**src/rtl/mem_arbiter.sv**
```systemverilog
// mem_arbiter: connects the IFU and the LSU to one shared memory port.
// It serves one transaction at a time through IDLE -> REQ -> WAIT -> RESP.
// A watchdog aborts a transaction that stays in REQ/WAIT for too long.
module mem_arbiter #(
  parameter int ARB_MODE       = 0,
  parameter int TIMEOUT_CYCLES = 255,
  parameter int CNT_W          = 8
) (
  input  logic        clk,
  input  logic        rst_n,
  input  logic        ifu_req_valid,
  output logic        ifu_req_ready,
  input  logic [31:0] ifu_addr,
  output logic        ifu_resp_valid,
  input  logic        ifu_resp_ready,
  output logic [31:0] ifu_rdata,
  output logic        ifu_resp_err,
  input  logic        lsu_req_valid,
  output logic        lsu_req_ready,
  input  logic [31:0] lsu_addr,
  input  logic        lsu_wen,
  input  logic [31:0] lsu_wdata,
  input  logic [3:0]  lsu_wmask,
  output logic        lsu_resp_valid,
  input  logic        lsu_resp_ready,
  output logic [31:0] lsu_rdata,
  output logic        lsu_resp_err,
  output logic        mem_req_valid,
  input  logic        mem_req_ready,
  output logic [31:0] mem_addr,
  output logic        mem_wen,
  output logic [31:0] mem_wdata,
  output logic [3:0]  mem_wmask,
  input  logic        mem_resp_valid,
  output logic        mem_resp_ready,
  input  logic [31:0] mem_rdata,
  input  logic        mem_resp_err,
  output logic        timeout_err
);

  typedef enum logic [1:0] {IDLE, REQ, WAIT, RESP} state_t;

  // The watchdog aborts when the counter holds this value at a clock edge.
  // That gives exactly TIMEOUT_CYCLES cycles in REQ+WAIT.
  localparam logic [CNT_W-1:0] WDOG_LAST = CNT_W'(TIMEOUT_CYCLES - 1);

  state_t           r_state;
  logic             r_owner_lsu;
  logic             r_last_lsu;
  logic [CNT_W-1:0] r_wdog;
  logic             r_mem_req_valid;
  logic             r_mem_resp_ready;
  logic [31:0]      r_mem_addr;
  logic             r_mem_wen;
  logic [31:0]      r_mem_wdata;
  logic [3:0]       r_mem_wmask;
  logic             r_ifu_resp_valid;
  logic [31:0]      r_ifu_rdata;
  logic             r_ifu_resp_err;
  logic             r_lsu_resp_valid;
  logic [31:0]      r_lsu_rdata;
  logic             r_lsu_resp_err;
  logic             r_timeout_err;

  logic             w_grant_ifu;
  logic             w_grant_lsu;
  logic             w_abort;
  logic             w_owner_taken;

  // Pick a master in IDLE. Gating with rst_n keeps both readies low while reset is held.
  always_comb begin
    w_grant_ifu = 1'b0;
    w_grant_lsu = 1'b0;
    if (rst_n && r_state == IDLE) begin
      if (ifu_req_valid && lsu_req_valid) begin
        if (ARB_MODE == 1 || !r_last_lsu) begin
          w_grant_lsu = 1'b1;
        end else begin
          w_grant_ifu = 1'b1;
        end
      end else if (lsu_req_valid) begin
        w_grant_lsu = 1'b1;
      end else if (ifu_req_valid) begin
        w_grant_ifu = 1'b1;
      end
    end
  end

  assign w_abort       = (TIMEOUT_CYCLES != 0) && (r_state == REQ || r_state == WAIT) &&
                         (r_wdog == WDOG_LAST);
  assign w_owner_taken = r_owner_lsu ? lsu_resp_ready : ifu_resp_ready;

  // Transaction sequencer: one transaction at a time, all outputs registered.
  // An abort overrides any memory handshake that arrives in the same cycle.
  always_ff @(posedge clk or negedge rst_n) begin
    if (!rst_n) begin
      r_state          <= IDLE;
      r_owner_lsu      <= 1'b0;
      r_last_lsu       <= 1'b0;
      r_wdog           <= '0;
      r_mem_req_valid  <= 1'b0;
      r_mem_resp_ready <= 1'b0;
      r_mem_addr       <= '0;
      r_mem_wen        <= 1'b0;
      r_mem_wdata      <= '0;
      r_mem_wmask      <= '0;
      r_ifu_resp_valid <= 1'b0;
      r_ifu_rdata      <= '0;
      r_ifu_resp_err   <= 1'b0;
      r_lsu_resp_valid <= 1'b0;
      r_lsu_rdata      <= '0;
      r_lsu_resp_err   <= 1'b0;
      r_timeout_err    <= 1'b0;
    end else if (w_abort) begin
      r_mem_req_valid  <= 1'b0;
      r_mem_resp_ready <= 1'b0;
      r_timeout_err    <= 1'b1;
      if (r_owner_lsu) begin
        r_lsu_resp_valid <= 1'b1;
        r_lsu_rdata      <= '0;
        r_lsu_resp_err   <= 1'b1;
      end else begin
        r_ifu_resp_valid <= 1'b1;
        r_ifu_rdata      <= '0;
        r_ifu_resp_err   <= 1'b1;
      end
      r_state <= RESP;
    end else begin
      case (r_state)
        IDLE: begin
          r_mem_resp_ready <= 1'b1;
          if (w_grant_ifu || w_grant_lsu) begin
            r_owner_lsu      <= w_grant_lsu;
            r_last_lsu       <= w_grant_lsu;
            r_mem_addr       <= w_grant_lsu ? lsu_addr : ifu_addr;
            r_mem_wen        <= w_grant_lsu & lsu_wen;
            r_mem_wdata      <= w_grant_lsu ? lsu_wdata : 32'h0;
            r_mem_wmask      <= w_grant_lsu ? lsu_wmask : 4'h0;
            r_mem_req_valid  <= 1'b1;
            r_mem_resp_ready <= 1'b0;
            r_wdog           <= '0;
            r_state          <= REQ;
          end
        end
        REQ: begin
          r_wdog <= r_wdog + 1'b1;
          if (mem_req_ready) begin
            r_mem_req_valid  <= 1'b0;
            r_mem_resp_ready <= 1'b1;
            r_state          <= WAIT;
          end
        end
        WAIT: begin
          r_wdog <= r_wdog + 1'b1;
          if (mem_resp_valid) begin
            r_mem_resp_ready <= 1'b0;
            if (r_owner_lsu) begin
              r_lsu_resp_valid <= 1'b1;
              r_lsu_rdata      <= mem_rdata;
              r_lsu_resp_err   <= mem_resp_err;
            end else begin
              r_ifu_resp_valid <= 1'b1;
              r_ifu_rdata      <= mem_rdata;
              r_ifu_resp_err   <= mem_resp_err;
            end
            r_state <= RESP;
          end
        end
        RESP: begin
          if (w_owner_taken) begin
            r_ifu_resp_valid <= 1'b0;
            r_lsu_resp_valid <= 1'b0;
            r_mem_resp_ready <= 1'b1;
            r_state          <= IDLE;
          end
        end
        default: r_state <= IDLE;
      endcase
    end
  end

  assign ifu_req_ready  = w_grant_ifu;
  assign lsu_req_ready  = w_grant_lsu;
  assign ifu_resp_valid = r_ifu_resp_valid;
  assign ifu_rdata      = r_ifu_rdata;
  assign ifu_resp_err   = r_ifu_resp_err;
  assign lsu_resp_valid = r_lsu_resp_valid;
  assign lsu_rdata      = r_lsu_rdata;
  assign lsu_resp_err   = r_lsu_resp_err;
  assign mem_req_valid  = r_mem_req_valid;
  assign mem_addr       = r_mem_addr;
  assign mem_wen        = r_mem_wen;
  assign mem_wdata      = r_mem_wdata;
  assign mem_wmask      = r_mem_wmask;
  assign mem_resp_ready = r_mem_resp_ready;
  assign timeout_err    = r_timeout_err;

endmodule

```
**config.mk**
```make
export PLATFORM = sky130hd
export DESIGN_NAME = mem_arbiter
export DESIGN_NICKNAME = d
export VERILOG_FILES = /design/src/rtl/mem_arbiter.sv
export SDC_FILE = /design/constraint.sdc
export NUM_CORES = 1
export LEC_CHECK = 0
export BUFFER_PORTS_ARGS = -buffer_cell sky130_fd_sc_hd__buf_2
export CORE_MARGIN = 5
export CORE_UTILIZATION = 46
export CTS_CLUSTER_SIZE = 14
export DETAILED_ROUTE_END_ITERATION = 8
export HOLD_SLACK_MARGIN = 0.02
export PLACE_DENSITY = 0.87
export SLEW_MARGIN = 20
export SYNTH_ARGS = -nofsm -noshare
export SYNTH_HDL_FRONTEND = slang
export SYNTH_SLANG_ARGS = --single-unit
```
**constraint.sdc**
```tcl
create_clock -name clk -period 2.5 [get_ports clk]
set_input_delay 0.25 -clock clk [delete_from_list [all_inputs] [get_ports clk]]
set_output_delay 0.25 -clock clk [all_outputs]
set_load 0.01 [all_outputs]
```
# Word level (Yosys, flattened, before mapping)
# Index checks and enable logic that the tools add are counted.
dict set report classes {
  addsub 1
  mul 0
  div_mod_pow 0
  order_cmp 0
  eq_ne 13
  n_shift 0
  muxes 60
  n_bitwise 2
  reduce_logical 20
}
# cell n
set op_table {}
lappend op_table {{32-bit 2-to-1 mux} 12}
lappend op_table {{1-bit 2-to-1 mux} 35}
lappend op_table {{8-bit one-hot mux with 2 select lines} 1}
lappend op_table {{3-bit AND reduction} 5}
lappend op_table {{4-bit AND reduction} 3}
lappend op_table {{2-bit 2-to-1 mux} 5}
lappend op_table {{3-bit != test, second input constant} 3}
lappend op_table {{8-bit by 1-bit adder with 8-bit output, second input constant} 1}
lappend op_table {{8-bit equality test, second input constant} 1}
lappend op_table {{8-bit 2-to-1 mux} 1}
lappend op_table {{2-bit != test, second input constant} 4}
lappend op_table {{2-bit one-hot mux with 4 select lines} 1}
lappend op_table {{1-bit one-hot mux with 2 select lines} 3}
lappend op_table {{2-bit nonzero test} 3}
lappend op_table {{3-bit nonzero test} 2}
lappend op_table {{2-bit equality test, second input constant} 2}
lappend op_table {{4-bit 2-to-1 mux} 1}
lappend op_table {{1-bit one-hot mux with 4 select lines} 1}
lappend op_table {{1-bit logical AND} 3}
lappend op_table {{3-bit by 2-bit != test with 1-bit output, second input constant} 1}
lappend op_table {{2-bit by 1-bit equality test with 1-bit output, second input constant} 1}
lappend op_table {{2-bit zero test} 1}
lappend op_table {{1-bit logical OR} 2}
lappend op_table {{2-bit by 1-bit != test with 1-bit output, second input constant} 1}
lappend op_table {{other kinds (3)} 3}
dict set report word_totals {
  ff_bits 151
  latch_bits 0
  ramBits 0
  mem_bits_ro 0
  in_bits 142
  output_inout_bits 142
  word_cells 112
  n_memories 0
}

# Longest topological paths before layout
dict set report depth {
  depth_word 8
  mapped_depth 9
  depth_no_buf 6
}

# Worst setup path after synthesis
# Ideal clock, no wire load.
dict set report synth_path {
  path_type {register to register}
  start {register r_state[0]}
  end {register r_ifu_resp_err, in the netlist ifu_resp_err}
  setup_ns 0.128
  arrival_time_ns 1.970
  slack_ns 0.402
  stages_incl_launch_ff 9
  synth_period_minus_slack_ns 2.098
  path_cell_list {dfrtp_1 > inv_1 > ha_1 > buf_2 > nand4_1 > or2_1 > buf_6 > a21oi_4 > mux2_1}
}
dict set report synth_via {
  elab_chain_cells 5
  elab_cells_between_ends 10
}
# element line_no
set synth_lines {}
lappend synth_lines {{start: declaration} 47} ;# state_t r_state;
lappend synth_lines {{start signal: assignment} 97} ;# r_state <= IDLE;
lappend synth_lines {{start signal: assignment} 127} ;# r_state <= RESP;
lappend synth_lines {{start signal: assignment} 142} ;# r_state <= REQ;
lappend synth_lines {{2-bit by 1-bit equality test with 1-bit output or 2-bit equality test (tied branches)} {89, 129}}
lappend synth_lines {{1-bit logical OR} 89} ;# assign w_abort = (TIMEOUT_CYCLES != 0) && (r_state == REQ || r_state == WAIT) &&
lappend synth_lines {{1-bit logical AND} 89}
lappend synth_lines {{2-bit != test (no source line) or 2-bit nonzero test (tied branches)} n/a}
lappend synth_lines {{4-bit AND reduction (no source line)} n/a}
lappend synth_lines {{end signal: assignment} 164} ;# r_ifu_resp_err <= mem_resp_err;
lappend synth_lines {{end: declaration} 59} ;# logic r_ifu_resp_err;
# Several ways; a longest one is shown, not always the timed one.
# A chain may end at the register's enable or synchronous reset.

# Worst setup path in the final report
dict set report layout_path {
  start {register r_state[0]}
  end {output lsu_req_ready}
}
dict set report layout_via {
  elab_chain_cells 3
}
# element line_no
set layout_lines {}
lappend layout_lines {{2-bit zero test} 74} ;# if (rst_n && r_state == IDLE) begin
lappend layout_lines {{1-bit logical AND} 74}
lappend layout_lines {{1-bit 2-to-1 mux} 74}
lappend layout_lines {{end: declaration} 19} ;# output logic lsu_req_ready,
# Every way passes these cells.

==> impl_results.md <==
* Detailed-route via count at 5149
* Synth area leaders: dfrtp_1 (58%), mux2i_1 (15%), a22o_1 (5.0%)
* DR WL/cell at 16.4 um
* Cell count after synthesis at 566
* Post-synth EDFFs at 0
* Die area at 16600 sq um
* Setup crit start kind: flop
* PostCTS Resize Cnt at 0
* Overall routing resource usage at 0.207
* Hold-fix buffers, CTS at 0
* Cell Rows at 43
* Clock Skew at 0.00646 ns
* Area Overhead vs Synth at 34.5%
* Gr ovfl total at 0
* Worst Max-Slew Pin Slew at 0.795 ns
* Worst-path clk slew at 0.06 ns
* Multi-input logic area at 2260 sq um
* WHS at -0.0200 ns
* Layout cell share with drive strength beyond 1 at 0.386
* R2r startpoint: r_state[0]
* Die H at 129 um
* Final setup fails at 0
* Antenna diode count at 0
* Initial antenna violation count at 1
* CTS tree: done
* DRC at 0
* Crit-path most repeated cell: inv_1
* GP Congestion at 0.832
* Max-cap viol count at 0
* H-tree depth at 4
* Reg2reg end: ifu_rdata[3]
* Core box area at 13800 sq um
* First-pass GRT wire length at 26900 um
* Max Root-Sink Buffers at 2
* Initial Util at 0.469
* Routed vias/inst at 4.94
* Cell Area, Synth at 6480 sq um
* Vias in the first global route at 5267
* Pwr Total at 10.8 mW
* DP HPWL at 12600 um
* Reg area at 3780 sq um
* WL final at 17100 um
* Pleak at 5.11 nW
* Maximum vdd drop at 601 uV
* Worst R2R Setup Slack at 0.34 ns
* Failing checks: negative hold slack
* Ys async rst share at 1.00
* Final Max Tran Viols at 0
* Top_reg_cell synth: dfrtp_1
* Root buf cell: clkbuf_16
* Setup TNS at 0 ns
* Clock latency at the later pin of the worst-skew pair at 0.41 ns
* # fillers at 1091
* CP max stage delay at 0.40 ns
* Pwr Density at 1240 nW/um^2
* Setup Fix Bufs, Post-CTS at 0
* CP endpoint kind: output port
* Min cycle time layout at 2.17 ns
* I/O pins at 284
* Flop and latch count out of synthesis at 151
* Crit path arrival time at 1.92 ns
* Hold Fails Final Rpt at 4
* Status: finished with violations
* Synth cell types at 42
* Synth top area share at 0.583
* Synth Net Count at 715
* RSZ-0062 raised after global routing: no
* Most common cell in the netlist: dfrtp_1
* Syn Area/Cell at 11.4 sq um
* Final net count at 998
* Largest net degree at the start of global routing at 153
* Crit-path slowest cell: dfrtp_1
* Synth warn at 0
* CP Cell Sequence: inv_1 > ha_1 > buf_4 > nand4_1 > buf_12 > inv_1 > buf_2
* Most common library cells after synthesis: dfrtp_1 (151), mux2i_1 (98), nand2_1 (76)
* Hold Path Class: in -> async
* Worst setup path category: reg -> out
* Die width at 129 um
* CP delay by family, top: buffers and inverters
* Max Fclk at 460 MHz
* R2R cell count at 7
* Post-synthesis sequential area ratio at 0.583
* Clk sink count at 151
* CTS buffer count at 17
* DRT iter0 DRCs at 196
* Cell taking the most area after synthesis: dfrtp_1
* Final worst-path cycle share at 0.869
* DRT Pass-1 Iters at 5
* Max-slew headroom at 0.470
* Buf/Inv on CP at 5
* CP max FO at 33
* Final ANT Viol Nets at 0
* Port bufs at 283
* WP data required at 2.25 ns
-- through the flow --
stage               utilization  std cells  cell area [sq um]  worst slack, ns
finish                    0.630       1042               8720            0.327
global route              0.630       1042               8720            0.169
CTS                       0.630       1042               8720            0.299
detailed placement        0.586       1010               8100            0.376
global placement          0.586       1010               8100            0.479
floorplan                     -        566               6480            0.402
-- worst reg2reg max path, cell delays in order, from the launching register on --
cell and delay (ns):
dfrtp_1 0.37, inv_1 0.10, ha_1 0.31, nand4_1 0.16, or2_1 0.29, a21oi_4 0.29
buf_12 0.27, mux2i_1 0.27
-- metal layers --
layer,track usage,part of all wire,up-vias,wire (um)
met1,0.261,0.40,2407,6910
met2,0.334,0.48,229,8240
met4,0.0834,0.024,2,417
met3,0.0619,0.089,31,1520
met5,0,0.0011,-,18
li1,-,-,2480,-
-- state kept, by name, summed over array words and instances, names as in the netlist, 2 cells and up --
| signal | cells |
|---|---|
| r_wdog | 8 |
| lsu_rdata | 32 |
| ifu_rdata | 32 |
| mem_wmask | 4 |
| r_state | 2 |
| mem_addr | 32 |
| mem_wdata | 32 |
-- cell type report --
cell class                 instances  share of cell area
timing repair buffer             295               0.179
clock buffer                      21              0.0540
tap                              180              0.0258
clock inverter                    11              0.0168
multi-input combinational        311               0.259
sequential                       151               0.433
inverter                          73              0.0314
-- cell families after synthesis --
kind of cell             after synthesis  share of synthesized area
adder cells (fa/ha/maj)                7                     0.0135
flip-flops                           151                      0.583
buffers and inverters                104                     0.0689
AND/OR/NAND/NOR                      103                     0.0687
AO/OA/AOI/OAI                        101                      0.111
multiplexers                         100                      0.155
-- power by group --
| group | switching, mW | internal, mW | leakage, nW |
|---|---|---|---|
| Clock | 0.999 | 1.65 | 0.299 |
| Combinational | 2.19 | 1.80 | 2.95 |
| Sequential | 0.639 | 3.56 | 1.86 |
| Total | 3.83 | 7.01 | 5.11 |
-- worst max path at each step --
| stage | startpoint | to | slack [ns] | cells past startpoint |
|---|---|---|---|---|
| 3_5_place_dp | r_state[0] | ifu_rdata[18] | 0.38 | 7 |
| 6_report | r_state[0] | lsu_req_ready | 0.33 | 7 |
| 3_3_place_gp | r_state[0] | ifu_rdata[16] | 0.48 | 7 |
| 4_1_cts | r_state[0] | ifu_rdata[3] | 0.30 | 7 |
| 2_1_floorplan | r_state[0] | ifu_resp_err | 0.40 | 8 |
| 5_1_grt | r_state[0] | ifu_rdata[3] | 0.17 | 7 |
-- cells in the final DEF, fill, tap and decap left out, types with 4 or more instances in the layout --
master / count
a22o_1: 37
buf_12: 4
buf_2: 282
buf_4: 8
clkbuf_16: 17
dfrtp_1: 151
ha_1: 7
inv_1: 73
mux2i_1: 98
nand2_1: 75
nand2b_1: 4
nand3_1: 4
o21ai_0: 40
(Power assumes the default switching activity.)
